[src/rtl/spin_payout.sv]
// spin_payout: charges the bet, grades the three reels and credits the win.
// Optional SPIN_PAYOUT_BCD_EN adds a serial binary-to-BCD view of the balance.
module spin_payout #(
    parameter int         CREDIT_W      = 10,
    parameter int         START_CREDITS = 100,
    parameter int         MAX_CREDITS   = 999,
    parameter int         PAIR_MULT     = 2,
    parameter int         TRIPLE_MULT   = 10,
    parameter int         JACKPOT_MULT  = 50,
    parameter logic [3:0] JACKPOT_SYM   = 4'h7
) (
    input  logic                CLOCK_50,
    input  logic                resetn,
    input  logic [2:0]          bet,
    input  logic                spin_start,
    input  logic                spin_done,
    input  logic [11:0]         PlayerSpin,
    output logic [CREDIT_W-1:0] credits,
    output logic [8:0]          win_amount,
    output logic                win_valid,
    output logic                reject,
    output logic                busy,
`ifdef SPIN_PAYOUT_BCD_EN
    output logic                game_over,
    output logic [11:0]         credits_bcd,
    output logic                bcd_valid
`else
    output logic                game_over
`endif
);
    typedef enum logic [2:0] {IDLE, SPINNING, EVAL, PAY, CREDIT} state_t;
    state_t              state_q, state_d;
    logic [CREDIT_W-1:0] credits_q, credits_d;
    logic [2:0]          bet_q, bet_d;
    logic [11:0]         spin_q, spin_d;
    logic [5:0]          mult_q, mult_d;
    logic [8:0]          win_q, win_d;
    logic                win_valid_q, win_valid_d, reject_q, reject_d, busy_q;
    logic [CREDIT_W:0]   sum;
    logic                eq12, eq23, eq13;
    assign eq12 = spin_q[11:8] == spin_q[7:4];
    assign eq23 = spin_q[7:4] == spin_q[3:0];
    assign eq13 = spin_q[11:8] == spin_q[3:0];
    // one extra bit so the win can never wrap the balance before saturation
    assign sum = {1'b0, credits_q} + (CREDIT_W+1)'(win_q);
    always_comb begin
        state_d     = state_q;
        credits_d   = credits_q;
        bet_d       = bet_q;
        spin_d      = spin_q;
        mult_d      = mult_q;
        win_d       = win_q;
        win_valid_d = 1'b0;
        reject_d    = 1'b0;
        case (state_q)
            IDLE: if (spin_start) begin
                if (bet == 3'd0 || credits_q < CREDIT_W'(bet)) reject_d = 1'b1;
                else begin
                    bet_d     = bet;
                    credits_d = credits_q - CREDIT_W'(bet);
                    state_d   = SPINNING;
                end
            end
            SPINNING: if (spin_done) begin
                spin_d  = PlayerSpin;
                state_d = EVAL;
            end
            EVAL: begin
                mult_d  = (eq12 && eq23) ? ((spin_q[3:0] == JACKPOT_SYM) ? 6'(JACKPOT_MULT) : 6'(TRIPLE_MULT))
                        : (eq12 || eq23 || eq13) ? 6'(PAIR_MULT) : 6'd0;
                state_d = PAY;
            end
            PAY: begin
                win_d   = 9'(bet_q) * 9'(mult_q);
                state_d = CREDIT;
            end
            CREDIT: begin
                credits_d   = (sum > (CREDIT_W+1)'(MAX_CREDITS)) ? CREDIT_W'(MAX_CREDITS) : sum[CREDIT_W-1:0];
                win_valid_d = 1'b1;
                state_d     = IDLE;
            end
            default: state_d = IDLE;
        endcase
    end
    always_ff @(posedge CLOCK_50) begin
        if (!resetn) begin
            state_q     <= IDLE;
            credits_q   <= CREDIT_W'(START_CREDITS);
            bet_q       <= 3'd0;
            spin_q      <= 12'd0;
            mult_q      <= 6'd0;
            win_q       <= 9'd0;
            win_valid_q <= 1'b0;
            reject_q    <= 1'b0;
            busy_q      <= 1'b0;
        end else begin
            state_q     <= state_d;
            credits_q   <= credits_d;
            bet_q       <= bet_d;
            spin_q      <= spin_d;
            mult_q      <= mult_d;
            win_q       <= win_d;
            win_valid_q <= win_valid_d;
            reject_q    <= reject_d;
            busy_q      <= state_q != IDLE;
        end
    end
    assign credits    = credits_q;
    assign win_amount = win_q;
    assign win_valid  = win_valid_q;
    assign reject     = reject_q;
    assign busy       = busy_q;
    assign game_over  = credits_q == '0 && state_q == IDLE;
`ifdef SPIN_PAYOUT_BCD_EN
    function automatic logic [11:0] to_bcd(input int v);
        return {4'((v / 100) % 10), 4'((v / 10) % 10), 4'(v % 10)};
    endfunction
    localparam logic [11:0] START_BCD = to_bcd(START_CREDITS);
    logic [CREDIT_W-1:0]         src_q, sh_q;
    logic [11:0]                 acc_q, out_q, adj;
    logic [$clog2(CREDIT_W+1)-1:0] cnt_q;
    logic                        conv_q;
    always_comb begin
        for (int k = 0; k < 3; k++)
            adj[4*k +: 4] = (acc_q[4*k +: 4] >= 4'd5) ? acc_q[4*k +: 4] + 4'd3 : acc_q[4*k +: 4];
    end
    // a new balance restarts the shift-add-3 sequence from scratch
    always_ff @(posedge CLOCK_50) begin
        if (!resetn) begin
            src_q  <= CREDIT_W'(START_CREDITS);
            sh_q   <= '0;
            acc_q  <= '0;
            out_q  <= START_BCD;
            cnt_q  <= '0;
            conv_q <= 1'b0;
        end else if (credits_q != src_q) begin
            src_q  <= credits_q;
            sh_q   <= credits_q;
            acc_q  <= '0;
            cnt_q  <= ($clog2(CREDIT_W+1))'(CREDIT_W);
            conv_q <= 1'b1;
        end else if (conv_q) begin
            sh_q  <= sh_q << 1;
            acc_q <= {adj[10:0], sh_q[CREDIT_W-1]};
            cnt_q <= cnt_q - 1'b1;
            if (cnt_q == 1) begin
                out_q  <= {adj[10:0], sh_q[CREDIT_W-1]};
                conv_q <= 1'b0;
            end
        end
    end
    assign credits_bcd = out_q;
    assign bcd_valid   = !conv_q && credits_q == src_q;
`endif
endmodule

[config.mk]
export PLATFORM = sky130hd
export DESIGN_NAME = spin_payout
export DESIGN_NICKNAME = d
export VERILOG_FILES = /design/src/rtl/spin_payout.sv
export SDC_FILE = /design/constraint.sdc
export NUM_CORES = 1
export LEC_CHECK = 0
export CAP_MARGIN = 20
export CORE_ASPECT_RATIO = 1.4
export CORE_UTILIZATION = 54
export DETAILED_ROUTE_END_ITERATION = 16
export GPL_ROUTABILITY_DRIVEN = 1
export GPL_TIMING_DRIVEN = 1
export PLACE_DENSITY_LB_ADDON = 0.1
export SKIP_CTS_REPAIR_TIMING = 1
export SLEW_MARGIN = 15
export SYNTH_ARGS = -nofsm -noshare
export SYNTH_HDL_FRONTEND = slang
export SYNTH_SLANG_ARGS = --single-unit
[constraint.sdc]
create_clock -name CLOCK_50 -period 2.95 [get_ports CLOCK_50]
set_clock_uncertainty 0.15 [all_clocks]
set_input_delay 0.59 -clock CLOCK_50 [delete_from_list [all_inputs] [get_ports CLOCK_50]]
set_output_delay 0.59 -clock CLOCK_50 [all_outputs]
set_load 0.005 [all_outputs]
# Yosys cells after proc, flatten, opt, wreduce, memory -nomap -nowiden
# Index checks and enable logic that the tools add are counted.
[classes]
add_sub_neg = 2
mul = 1
div_mod_pow = 0
order_cmp = 2
eq_ne = 11
shifts = 0
mux = 13
n_bitwise = 1
reduce_logical = 15
[op_table]
columns = ["op", "count"]
rows = [
  ["$mux 10", 3],
  ["$pmux 10 s2", 1],
  ["$eq 4x4->1", 3],
  ["$mux 6", 2],
  ["$pmux 3 s4", 1],
  ["$reduce_and 3->1", 4],
  ["$add 10x9->11", 1],
  ["$gt 11x10->1 const B", 1],
  ["$logic_not 10->1", 1],
  ["$lt 10x3->1", 1],
  ["$sub 10x3->10", 1],
  ["$mul 3x6->9", 1],
  ["$mux 3", 3],
  ["$eq 3x2->1 const B", 2],
  ["$logic_not 3->1", 2],
  ["$ne 2x2->1 const B", 3],
  ["$eq 4x3->1 const B", 1],
  ["$eq 3x1->1 const B", 1],
  ["$eq 3x3->1 const B", 1],
  ["$logic_or 1x1->1", 3],
  ["$reduce_bool 3->1", 1],
  ["$logic_and 1x1->1", 2],
  ["$mux 1", 2],
  ["$mux 2", 1],
  ["other kinds (3)", 3],
]
[word_totals]
regBits = 46
latch_bits = 0
ram_bits = 0
romBits = 0
out_inout_bits = 23
word_cells = 54
n_memories = 0

# Logic depth before layout (Yosys ltp)
[logic_depth]
word_depth = 5
depth_mapped = 10

# Least setup slack after synthesis
# No wires, ideal clock.
[synth_path]
path_type = "input to register"
startpoint = "input port bet[0]"
endpoint = "register credits_q[9], in the netlist credits[9]"
setup_time_ns = 0.131
arrival_ns = 2.318
required_ns = 2.669
setup_slack_ns = 0.352
path_stages = 8
path_cell_list = "ha_1 > fa_1 > nand2b_1 > nand4b_4 > a41o_4 > nand2_2 > o41ai_1 > nor3_2"
[synth_via]
elab_chain_cells = 4
word_cells_on_any_way = 9
[synth_rtl]
columns = ["item", "line", "text"]
rows = [
  ["start: declaration", "14", "input logic [2:0] bet,"],
  ["$sub 10x3->10, or another cell as far along", "60", "credits_d = credits_q - CREDIT_W'(bet);"],
  ["$mux 10 or $logic_or 1x1->1 (tied branches)", "57", "if (bet == 3'd0 || credits_q < CREDIT_W'(bet)) reject_d = 1'b1;"],
  ["$mux 10 or $ne 2x2->1 (tied branches)", "-", ""],
  ["$pmux 10 s2 or $reduce_and 3->1 (tied branches)", "-", ""],
  ["end signal: assignment", "88", "credits_q <= CREDIT_W'(START_CREDITS);"],
  ["end signal: assignment", "98", "credits_q <= credits_d;"],
  ["end: declaration", "33", "logic [CREDIT_W-1:0] credits_q, credits_d;"],
]
# Parallel ways exist; a longest one is shown, timed or not. The select of a mux whose other input is x is not followed.
# A chain may end at the register's enable or synchronous reset.

# Worst setup path in the final report
[layout_path]
startpoint = "input port bet[0]"
endpoint = "register bet_q[2]"
[layout_via]
elab_chain_cells = 4
word_cells_on_any_way = 5
[layout_rtl]
columns = ["item", "line", "text"]
rows = [
  ["$lt 10x3->1 or $logic_not 3->1 (tied branches)", "57", ""],
  ["$logic_or 1x1->1 (*)", "57", ""],
  ["$not 1->1 (no source line) (*)", "-", ""],
  ["$reduce_and 3->1 (no source line) (*)", "-", ""],
  ["end signal: assignment", "99", "bet_q <= bet_d;"],
  ["end: declaration", "34", "logic [2:0] bet_q, bet_d;"],
]
# Every way passes the cells marked *; elsewhere a longest branch is shown, timed or not.

==> flow_metrics.env <==
export IMPL_status="complete, no violations"
export IMPL_yosys_area_top_type_share_pct=30.5
export IMPL_critPathRequiredTime_ns=3.03
export IMPL_gp_congestion=0.863
export IMPL_fin_tns_setup_ns=0
export IMPL_area_growth_pct=25.6
export IMPL_setup_viol=0
export IMPL_die_area_sq_um=5410
export IMPL_grtUsageMet2_pct=53.2
export IMPL_path_max_fanout=7
export IMPL_coreArea_sq_um=4880
export IMPL_crit_slowest_cell="clkdlybuf4s50_1"
export IMPL_fin_ws_ns=0.188
export IMPL_cts_sinks=42
export IMPL_yosysSeqAreaShare_pct=30.5
export IMPL_rsz0062_at_grt="false"
export IMPL_grt_pass1_wl_microns=12100
export IMPL_cts_made_buffers=5
export IMPL_track_usage_pct=28.2
export IMPL_worstRegToRegCells=9
export IMPL_fmax_mhz=362
export IMPL_pre_cts_ws_ns=-0.136
export IMPL_design_area_sq_um=3470
export IMPL_drc_errors=0
export IMPL_timing_critical_path_max_delay_family="simple AND/OR/NAND/NOR gates"
export IMPL_synth_area_per_cell_sq_um=8.02
export IMPL_place_area_sq_um=3340
export IMPL_top_usage_layer="met2"
export IMPL_ctsHtreeMaxLevel=2
export IMPL_viasPerCell=5.89
export IMPL_endpoint_kind="flip-flop"
export IMPL_antenna_left=0
export IMPL_cts_reportedPaths_clkPinSlew_ns=0.08
export IMPL_place_hpwl_microns=5520
export IMPL_grt_overflow_total=0
export IMPL_ctsLongestPathBuffers=2
export IMPL_vias=2738
export IMPL_drive_above_1_share_pct=10.7
export IMPL_yosysTopAreaCell="dfxtp_1"
export IMPL_grtUsageMet3_pct=3.82
export IMPL_row_count=30
export IMPL_path_buf_inv=2
export IMPL_hp_class="reg2reg"
export IMPL_synth_commonest_cells="nand2_1 (50), a21oi_1 (49), dfxtp_1 (42), ha_1 (18)"
export IMPL_yosysWarningCount=0
export IMPL_maxCapViolations=0
export IMPL_syn_inst=344
export IMPL_start_util_pct=56.6
export IMPL_grt_pass1_vias=2699
export IMPL_insertedDiodeCount=0
export IMPL_ys_top_cells_by_area="dfxtp_1 (30%), a21oi_1 (8.9%), ha_1 (8.2%)"
export IMPL_reg2reg_to="credits[4]"
export IMPL_io_pins=42
export IMPL_worstSetupPathType="in2reg"
export IMPL_r2r_slack_ns=0.21
export IMPL_synth_most_common_cell="nand2_1"
export IMPL_start_kind="input port"
export IMPL_arrival_ns=2.84
export IMPL_ys_ff_latch=42
export IMPL_root_buffer="clkbuf_8"
export IMPL_dr_pass1_iters=4
export IMPL_startpoint="bet[0]"
export IMPL_cts_tree="done"
export IMPL_async_reset_ff_share_pct=0
export IMPL_cp_depth=10
export IMPL_wl_per_cell_microns=15.6
export IMPL_fin_crit_ns=2.76
export IMPL_synth_ff_type="dfxtp_1"
export IMPL_hold_violations=0
export IMPL_synth_edf_count=0
export IMPL_total_power_w=0.00140
export IMPL_synthesis_area_sq_um=2760
export IMPL_clk_latency_ns=0.29
export IMPL_first_iter_violations=139
export IMPL_p_per_area_nw_per_um2=404
export IMPL_grtUsageMet1_pct=29.5
export IMPL_path_cells="clkdlybuf4s50_1, ha_1, fa_1, nand2b_1, nand4b_4, a41oi_4, buf_4, nor2_2, nand2_1, a21oi_1"
export IMPL_antenna_found_initial=0
export IMPL_vdd_drop_max_mv=0.382
export IMPL_fin_nets=441
export IMPL_final_max_slew_viol_count=0
export IMPL_fp_dieH_microns=86.6
export IMPL_r2r_start="win_amount[1]"
export IMPL_wl_microns=7250
export IMPL_synth_cell_types=63
export IMPL_crit_path_max_incr_delay_ns=0.42
export IMPL_fin_crit_sh_pct=93.6
export IMPL_io_buffer_count=40
export IMPL_die_x_microns=62.4
export IMPL_crit_end="bet_q[2]"
export IMPL_p_leak_nw=1.35
export IMPL_grt_start_max_net_pins=28
export IMPL_syn_num_nets=385
## sequential cells by signal, summed over array words and instances (netlist names)
register / flops
spin_q: 12
credits: 10
win_amount: 8
bet_q: 3
mult_q: 3
state_q: 3
busy: 1
reject: 1
win_valid: 1
## cell usage in the layout (no fill, tap or decap), types with 13 or more instances in the layout
cell type / instances
ha_1: 18
dfxtp_1: 42
nor2_1: 17
a21oi_1: 49
xnor2_1: 17
clkdlybuf4s50_1: 40
nand2_1: 50
buf_4: 21
inv_1: 13
## worst reg2reg max path: stages (launching register included)
cell and delay (ns):
dfxtp_1 0.35, ha_1 0.19, inv_1 0.06, fa_1 0.42, nand2b_2 0.24, a21oi_1 0.28
nor3_1 0.11, nor4_2 0.29, nand4_1 0.27, a22o_1 0.27
## layer usage
layer	vias to the layer above	wire length [microns]	share of wire, %
met5	-	0	0
met4	0	280	3.9
met3	24	272	3.8
met2	81	3830	53
met1	1287	2860	39
li1	1346	-	-
## final cells by class
type | count | area (sq um)
Multi-Input combinational cell | 276 | 1830
Tap cell | 64 | 80.1
Clock buffer | 7 | 76.3
Sequential cell | 42 | 841
Fill cell | 433 | 1410
Inverter | 14 | 52.6
Timing Repair Buffer | 61 | 558
Clock inverter | 1 | 30.0
## through the flow
| step | hold WS [ns] | cells | utilization (%) |
|---|---|---|---|
| final | 0.321 | 465 | 71.1 |
| after global routing | 0.354 | 465 | 71.1 |
| after CTS | 0.326 | 465 | 70.6 |
| after detailed placement | 0.316 | 457 | 68.4 |
| after global placement | 0.316 | 457 | 68.4 |
| after floorplan | 0.294 | 344 | - |
## report_power, final
group	internal, W	total, W	switching [W]	leakage, nW
Clock	0.000253	0.000451	0.000198	0.0524
Sequential	0.000593	0.000621	0.0000281	0.341
Combinational	0.000167	0.000329	0.000162	0.956
## kinds of logic after synthesis
family / share of synthesized area (%)
other cells: 0.136
simple gates: 24.7
compound gates: 23.8
buf+inv: 4.12
flops: 30.5
xor+xnor: 5.71
fa+ha+maj: 11.1
## how the worst min path moves through the flow
| stage | start | end | slack, ns | depth (start not counted) |
|---|---|---|---|---|
| finish | win_amount[1] | win_amount[1] | 0.32 | 2 |
| global route | win_amount[1] | win_amount[1] | 0.35 | 2 |
| CTS | win_amount[1] | win_amount[1] | 0.33 | 2 |
| detailed placement | win_amount[1] | win_amount[1] | 0.32 | 2 |
| global placement | win_amount[1] | win_amount[1] | 0.32 | 2 |
| floorplan | mult_q[3] | mult_q[3] | 0.29 | 2 |
Note: power is estimated with default switching activity, not from simulation.
